`src/rtl/rand_seg_display_if.sv`:
```
// rand_seg_display_if
//   Bundles the generator-facing and display-facing signals of rand_seg_display.
//   master : the display block (consumes q_in/freeze, drives everything else)
//   slave  : the environment (LFSR byte source, switch, display pins)
//   q_in[7:0]    LFSR output byte
//   freeze       raw slide switch (asynchronous to clock)
//   stp          stall request back to the LFSR
//   an[3:0]      anodes, active-low
//   seg[6:0]     cathodes, active-low, seg[0]=a .. seg[6]=g
//   dp           decimal point, active-low
//   sample_tick  one-cycle pulse per capture
interface rand_seg_display_if;
  logic [7:0] q_in;
  logic       freeze;
  logic       stp;
  logic [3:0] an;
  logic [6:0] seg;
  logic       dp;
  logic       sample_tick;

  modport master (
    input  q_in, freeze,
    output stp, an, seg, dp, sample_tick
  );

  modport slave (
    output q_in, freeze,
    input  stp, an, seg, dp, sample_tick
  );
endinterface

```
`src/rtl/rand_seg_display.sv`:
```
// rand_seg_display
//   Samples the LFSR byte every SAMPLE_DIV cycles and shows the current sample
//   (digits 1:0) and the previous sample (digits 3:2) as hex on a 4-digit
//   multiplexed common-anode display. A synchronized freeze switch holds the
//   sampling and stalls the generator.
//   clock : single clock, rising edge
//   rst   : synchronous, active-low reset
//   bus   : rand_seg_display_if.master (q_in, freeze in; stp, an, seg, dp,
//           sample_tick out; all outputs registered)
module rand_seg_display #(
  parameter int REFRESH_DIV = 100000,  // cycles per digit slot, >= 2
  parameter int BLANK       = 16,      // dark cycles at slot start, < REFRESH_DIV
  parameter int SAMPLE_DIV  = 50000000 // cycles between captures, >= 2
) (
  input logic                clock,
  input logic                rst,
  rand_seg_display_if.master bus
);

  localparam int RW = $clog2(REFRESH_DIV);
  localparam int SW = $clog2(SAMPLE_DIV);
  localparam logic [RW-1:0] R_LAST  = RW'(REFRESH_DIV - 1);
  localparam logic [RW-1:0] R_BLANK = RW'(BLANK);
  localparam logic [SW-1:0] S_LAST  = SW'(SAMPLE_DIV - 1);

  // Active-low hex decode, returned as {g,f,e,d,c,b,a}.
  function automatic logic [6:0] hex_decode(input logic [3:0] n);
    logic [6:0] s;
    case (n)
      4'h0: s = 7'h40;
      4'h1: s = 7'h79;
      4'h2: s = 7'h24;
      4'h3: s = 7'h30;
      4'h4: s = 7'h19;
      4'h5: s = 7'h12;
      4'h6: s = 7'h02;
      4'h7: s = 7'h78;
      4'h8: s = 7'h00;
      4'h9: s = 7'h10;
      4'hA: s = 7'h08;
      4'hB: s = 7'h03;
      4'hC: s = 7'h46;
      4'hD: s = 7'h21;
      4'hE: s = 7'h06;
      default: s = 7'h0E;
    endcase
    return s;
  endfunction

  logic          f1_q, f1_d;
  logic          fz_q, fz_d;
  logic          stp_q, stp_d;
  logic [SW-1:0] scnt_q, scnt_d;
  logic [RW-1:0] rcnt_q, rcnt_d;
  logic [1:0]    idx_q, idx_d;
  logic [7:0]    cur_q, cur_d;
  logic [7:0]    prev_q, prev_d;
  logic [3:0]    an_q, an_d;
  logic [6:0]    seg_q, seg_d;
  logic          dp_q, dp_d;
  logic          tick_q, tick_d;
  logic [3:0]    nibble;
  logic          lit;

  always_comb begin
    // Two-flop synchronizer; stp is one further register stage.
    f1_d  = bus.freeze;
    fz_d  = f1_q;
    stp_d = fz_q;

    // Sampling pauses entirely while frozen and resumes from the held count.
    scnt_d = scnt_q;
    cur_d  = cur_q;
    prev_d = prev_q;
    tick_d = 1'b0;
    if (!fz_q) begin
      if (scnt_q == S_LAST) begin
        scnt_d = '0;
        prev_d = cur_q;
        cur_d  = bus.q_in;
        tick_d = 1'b1;
      end else begin
        scnt_d = scnt_q + 1'b1;
      end
    end

    // Refresh keeps scanning regardless of freeze or captures.
    if (rcnt_q == R_LAST) begin
      rcnt_d = '0;
      idx_d  = idx_q + 2'd1;
    end else begin
      rcnt_d = rcnt_q + 1'b1;
      idx_d  = idx_q;
    end

    case (idx_q)
      2'd0:    nibble = cur_q[3:0];
      2'd1:    nibble = cur_q[7:4];
      2'd2:    nibble = prev_q[3:0];
      default: nibble = prev_q[7:4];
    endcase

    // Segments are not blanked; only the anodes are, which is enough to hide
    // the digit change at the slot boundary.
    lit   = (rcnt_q >= R_BLANK);
    seg_d = hex_decode(nibble);
    an_d  = lit ? ~(4'b0001 << idx_q) : 4'b1111;
    dp_d  = !((idx_q == 2'd0) && fz_q && lit);
  end

  always_ff @(posedge clock) begin
    if (!rst) begin
      f1_q   <= 1'b0;
      fz_q   <= 1'b0;
      stp_q  <= 1'b0;
      scnt_q <= '0;
      rcnt_q <= '0;
      idx_q  <= 2'd0;
      cur_q  <= 8'h00;
      prev_q <= 8'h00;
      an_q   <= 4'b1111;
      seg_q  <= 7'h7F;
      dp_q   <= 1'b1;
      tick_q <= 1'b0;
    end else begin
      f1_q   <= f1_d;
      fz_q   <= fz_d;
      stp_q  <= stp_d;
      scnt_q <= scnt_d;
      rcnt_q <= rcnt_d;
      idx_q  <= idx_d;
      cur_q  <= cur_d;
      prev_q <= prev_d;
      an_q   <= an_d;
      seg_q  <= seg_d;
      dp_q   <= dp_d;
      tick_q <= tick_d;
    end
  end

  assign bus.stp         = stp_q;
  assign bus.an          = an_q;
  assign bus.seg         = seg_q;
  assign bus.dp          = dp_q;
  assign bus.sample_tick = tick_q;

endmodule

```
`src/flat_wrapper.sv`:
```
// flat-port wrapper written by rule: the top's interface ports become plain ports
module rand_seg_display_flat 
#(
  parameter int REFRESH_DIV = 100000,                                
  parameter int BLANK       = 16,                                                 
  parameter int SAMPLE_DIV  = 50000000                                 
)
  (clock, rst, bus_q_in, bus_freeze, bus_stp, bus_an, bus_seg, bus_dp, bus_sample_tick);
  rand_seg_display_if bus_i ();
  input logic clock;
  input logic rst;
  input wire logic [$bits(bus_i.q_in)-1:0] bus_q_in;
  input wire logic [$bits(bus_i.freeze)-1:0] bus_freeze;
  output wire logic [$bits(bus_i.stp)-1:0] bus_stp;
  output wire logic [$bits(bus_i.an)-1:0] bus_an;
  output wire logic [$bits(bus_i.seg)-1:0] bus_seg;
  output wire logic [$bits(bus_i.dp)-1:0] bus_dp;
  output wire logic [$bits(bus_i.sample_tick)-1:0] bus_sample_tick;
  assign bus_i.q_in = bus_q_in;
  assign bus_i.freeze = bus_freeze;
  assign bus_stp = bus_i.stp;
  assign bus_an = bus_i.an;
  assign bus_seg = bus_i.seg;
  assign bus_dp = bus_i.dp;
  assign bus_sample_tick = bus_i.sample_tick;
  rand_seg_display #(.REFRESH_DIV(REFRESH_DIV), .BLANK(BLANK), .SAMPLE_DIV(SAMPLE_DIV)) u_core (.clock(clock), .rst(rst), .bus(bus_i));
endmodule
```
`config.mk`:
```
export PLATFORM = sky130hd
export DESIGN_NAME = rand_seg_display_flat
export DESIGN_NICKNAME = d
export VERILOG_FILES = /design/src/rtl/rand_seg_display_if.sv /design/src/rtl/rand_seg_display.sv /design/src/flat_wrapper.sv
export SDC_FILE = /design/constraint.sdc
export NUM_CORES = 1
export LEC_CHECK = 0
export CORE_MARGIN = 2
export CORE_UTILIZATION = 45
export CTS_CLUSTER_DIAMETER = 30
export DETAILED_ROUTE_END_ITERATION = 8
export SLEW_MARGIN = 25
export SYNTH_ARGS = -nofsm -noshare
export SYNTH_HDL_FRONTEND = slang
export SYNTH_SLANG_ARGS = --single-unit
```
`constraint.sdc`:
```
create_clock -name clock -period 2.7 [get_ports clock]
set_input_delay 0.27 -clock clock [delete_from_list [all_inputs] [get_ports clock]]
set_output_delay 0.27 -clock clock [all_outputs]
set_load 0.01 [all_outputs]
```
# Yosys cells after proc, flatten, opt, wreduce, memory -nomap -nowiden
# Memory sizes are Yosys's and may differ from the RTL's. A register that Yosys moved wholly into a read port is not among the register bits.
# Cells that the tools add are included.
[totals]
register_bits = 70
romBits = 112
in_bits = 11
out_inout_bits = 14
word_cells = 36
mem_count = 1
[op_classes]
n_addsub = 3
n_lt_le_gt_ge = 1
n_eq_ne = 4
shifts = 1
n_mux = 3
bitwise_logic = 3
reduce_logical = 9
[mem_list]
columns = ["name", "depth", "word_bits", "rd", "rd_ports_with_merged_regs", "write_ports", "line", "rtl"]
rows = [
  ["(name not given)", 16, 7, 1, 1, 0, "rand_seg_display.sv:29", "case (n)"],
]
[ops]
columns = ["cell", "n"]
rows = [
  ["$add A26 B1 Y26 const B", 1],
  ["$eq A26 B26 Y1 const B", 1],
  ["$mux W26", 1],
  ["$add A17 B1 Y17 const B", 1],
  ["$eq A17 B17 Y1 const B", 1],
  ["$ge A17 B5 Y1 const B", 1],
  ["$pmux W4 S3", 1],
  ["$not A4 Y4", 1],
  ["$reduce_and A2 Y1", 2],
  ["$reduce_or A2 Y1", 2],
  ["$shl A1 B2 Y4 const A", 1],
  ["$add A2 B1 Y2 const B", 1],
  ["$eq A2 B1 Y1 const B", 1],
  ["$eq A2 B2 Y1 const B", 1],
  ["$logic_and A1 B1 Y1", 2],
  ["$logic_not A1 Y1", 2],
  ["$logic_not A2 Y1", 1],
  ["$not A1 Y1", 2],
  ["$mux W1", 1],
]

# Depth between registers and ports, before layout
[depth]
depth_word = 4
ltp_mapped = 9
ltp_nobuf = 9

# Worst setup path before layout
# Ideal clock, no wire load.
[synth_timing]
kind = "register -> register"
from = "register u_core.idx_q[0]"
to = "register u_core.seg_q[3] (netlist: u_core.bus.seg[3])"
setup_ns = 0.147
t_arrival_ns = 1.939
required_ns = 2.553
path_slack_ns = 0.614
path_stages_with_launch = 10
n_path_buf = 0
synth_period_minus_slack_ns = 2.086
path_cell_list = "dfxtp_1 inv_1 ha_1 a222oi_1 a21oi_1 inv_1 ha_1 a211oi_1 a2111oi_0 a41oi_1"
[synth_between]
elab_chain_cells = 2
elab_cells_between_ends = 4
classes_between = "eq/ne (2); mux (1); reduce/logical (1)"
[synth_rtl]
columns = ["element", "line", "rtl"]
rows = [
  ["from (decl)", "rand_seg_display.sv:55", "logic [1:0] idx_q, idx_d;"],
  ["from (signal assigned)", "rand_seg_display.sv:131", "idx_q <= idx_d;"],
  ["$eq A2 B2 Y1, or another cell as far along", "rand_seg_display.sv:96", "case (idx_q)"],
  ["$pmux W4 S3 (*)", "rand_seg_display.sv:96", ""],
  ["to (decl)", "rand_seg_display.sv:59", "logic [6:0] seg_q, seg_d;"],
]
# Every way passes the cells marked *; elsewhere a longest branch is shown, timed or not.
# A chain may end at the register's enable or synchronous reset.

# Worst setup path in the final report
# Same ends and word-level chain as after synthesis.

==> flow_metrics.tcl <==
set metrics [dict create \
    outcome "finished, final reports clean" \
    yosysWarnings 0 \
    finalCriticalPeriod_ns 2.44 \
    ys_ff_latch 77 \
    die-area_sq_um 8780 \
    relSlewSlack_pct 57.2 \
    criticalPathCategory "reg -> reg" \
    leakage_nw 1.39 \
    p_per_area_nw_per_um2 526 \
    nFillCells 756 \
    finalHoldViolations 0 \
    cp_max_fo 6 \
    clock_latency_ns 0.35 \
    final_cell_mix "dfxtp_1, a21oi_1, nand4_1, nor2_1, o21ai_0" \
    rows 32 \
    tns_ns 0 \
    viasPerCell 5.52 \
    postCtsSetupRepairBufs 0 \
    cts_max_path_buffers 2 \
    h-tree-depth 3 \
    io_buffer_count 24 \
    grtUsageTotal_pct 19.1 \
    holdWs_ns 0.443 \
    die_w_um 93.7 \
    grt_max_degree 21 \
    synth_nets 431 \
    vias 2959 \
    cts_sinks 77 \
    ctsResizeCount 0 \
    yosysSeqAreaShare_pct 42.6 \
    dr.pass1.iters 5 \
    coreArea_sq_um 7770 \
    netlist_area_sq_um 3620 \
    synth_cell_types 52 \
    wirelength_mm 7.80 \
    ir_worst_vdd_uv 266 \
    hp-class "reg -> reg" \
    worstPathRequired_ns 2.91 \
    worstHoldStart "u_core.f1_q" \
    num_antenna_cells 0 \
    initial_core_util_pct 46.6 \
    fmax_mhz 409 \
    postCtsHoldBufs 0 \
    total_power_mw 2.18 \
    place_congestion 0.813 \
    clockRootBuffer "clkbuf_8" \
    crit_start "u_core.idx_q[0]" \
    drt_iter0_markers 141 \
    cts_buffers 9 \
    gr-total-overflow 0 \
    ios 25 \
    final_antenna_net_count 0 \
    dp_hpwl_mm 5.41 \
    antenna_found_initial 0 \
    rsz0062_at_grt "false" \
    period_share_pct 90.5 \
    clk_pin_slew_ns 0.08 \
    die_height_um 93.7 \
    grt_first_pass_wirelength_mm 13.3 \
    grt_pass1_vias 2828 \
    layout.cells.non_filler 536 \
    layout.nets 454 \
    cp-start-kind "flip-flop" \
    final_common_cell "dfxtp_1" \
    drv_cap 0 \
    postSynthCellCount 406 \
    finalClockSkew_ns 0.00991 \
    crit_path_end_kind "flip-flop" \
    arrival_ns 2.65 \
    layout-drive-gt1-share_pct 8.76 \
    routedWlPerCell_um 14.6 \
    reg2reg_from "u_core.idx_q[0]" \
    post-place-cells 520 \
    slew_violations 0 \
    drc 0 \
    cts_tree "done" \
    syn_avg_cell_area_sq_um 8.92 \
    worst_slew_pin_slew_ns 0.642 \
    area_growth_syn_to_layout_pct 14.4 \
    setup_violations 0 \
]
## power breakdown
group,total [mW],switching (mW),internal (mW)
registers,1.16,0.0130,1.15
logic,0.0854,0.0438,0.0415
clock network,0.931,0.414,0.517
## worst paths after layout
check | cells past startpoint | to | slack, ns
min | 1 | u_core.fz_q | 0.44
min reg2reg | 1 | u_core.fz_q | 0.44
max | 9 | u_core.bus.seg[3] | 0.26
max reg2reg | 9 | u_core.bus.seg[3] | 0.26
## per-layer routing
layer  global-route usage, %  vias up  part of all wire (%)
met5                       0        -                     0
met1                    24.9     1390                    49
met3                    5.86        4                   3.4
li1                        -     1527                     -
met2                    30.2       38                    47
met4                    5.80        0                  0.79
## synthesized netlist by cell type, drive strengths merged
library cell,count,area (sq um)
buf,13,85.1
a41oi,2,17.5
nand2,20,75.1
o311ai,1,8.76
a31oi,2,12.5
nor4b,2,17.5
o21ai,32,164
xor2,16,140
nor2,32,120
nor4,8,50.1
mux2i,5,53.8
a21o,1,8.76
dfxtp,77,1540
o221ai,2,17.5
a211oi,1,7.51
and3,3,20.0
nor2b,4,25.0
or4,4,33.8
o31ai,4,30.0
a222oi,3,30.0
and4,7,66.3
ha,14,175
nand3,19,118
clkbuf,7,26.3
nor3b,1,7.51
a2111oi,1,8.76
nor3,5,25.0
xnor2,12,105
nand4,33,221
a22o,1,8.76
a311oi,1,8.76
a22oi,1,7.51
mux2,1,11.3
a21oi,35,183
and2,7,45.1
or3,12,75.1
and3b,1,8.76
inv,16,60.1
## final cells by class
| cell class | count | area [sq um] | area share [%] |
|---|---|---|---|
| clock buffers | 11 | 131 | 3.17 |
| clock inverters | 5 | 75.1 | 1.81 |
| inverters | 16 | 60.1 | 1.45 |
| multi-input cells | 293 | 1910 | 46.0 |
| flip-flops and latches | 77 | 1540 | 37.2 |
| well taps | 102 | 128 | 3.08 |
| repair buffers | 32 | 300 | 7.25 |
## cells by family (layout without fill, tap and decap cells)
family,Yosys count,count (layout),share of synthesized area [%]
and+or+nand+nor,158,158,25.1
AOI/OAI and AO/OA,87,87,14.2
DFF,77,77,42.6
buffers and inverters,36,64,4.74
xor gates and xnor gates,28,28,6.77
adders and majority gates,14,14,4.84
muxes,6,6,1.80
## per-stage QoR
stage | cell area [sq um] | setup WS, ns | util, %
3_3_place_gp | 3940 | 0.438 | 50.7
4_1_cts | 4140 | 0.269 | 53.3
2_1_floorplan | 3620 | 0.614 | -
3_5_place_dp | 3940 | 0.291 | 50.7
5_1_grt | 4140 | 0.00270 | 53.3
6_report | 4140 | 0.255 | 53.3
## critical path: stages (launching register included)
cell and delay, ns:
dfxtp_1 0.37, inv_1 0.10, ha_1 0.27, a222oi_1 0.14
a21oi_1 0.39, inv_1 0.18, ha_1 0.33, a211oi_1 0.04
a2111oi_0 0.42, a41oi_1 0.08
## state kept, by name (all words and copies together), names as in the netlist
name,cells
u_core.idx_q,2
u_core.bus.dp,1
u_core.bus.an,4
u_core.prev_q,8
u_core.bus.stp,1
u_core.bus.sample_tick,1
u_core.cur_q,8
u_core.scnt_q,26
u_core.bus.seg,7
u_core.fz_q,1
u_core.rcnt_q,17
u_core.f1_q,1
Note: power is estimated with default switching activity, not from simulation.
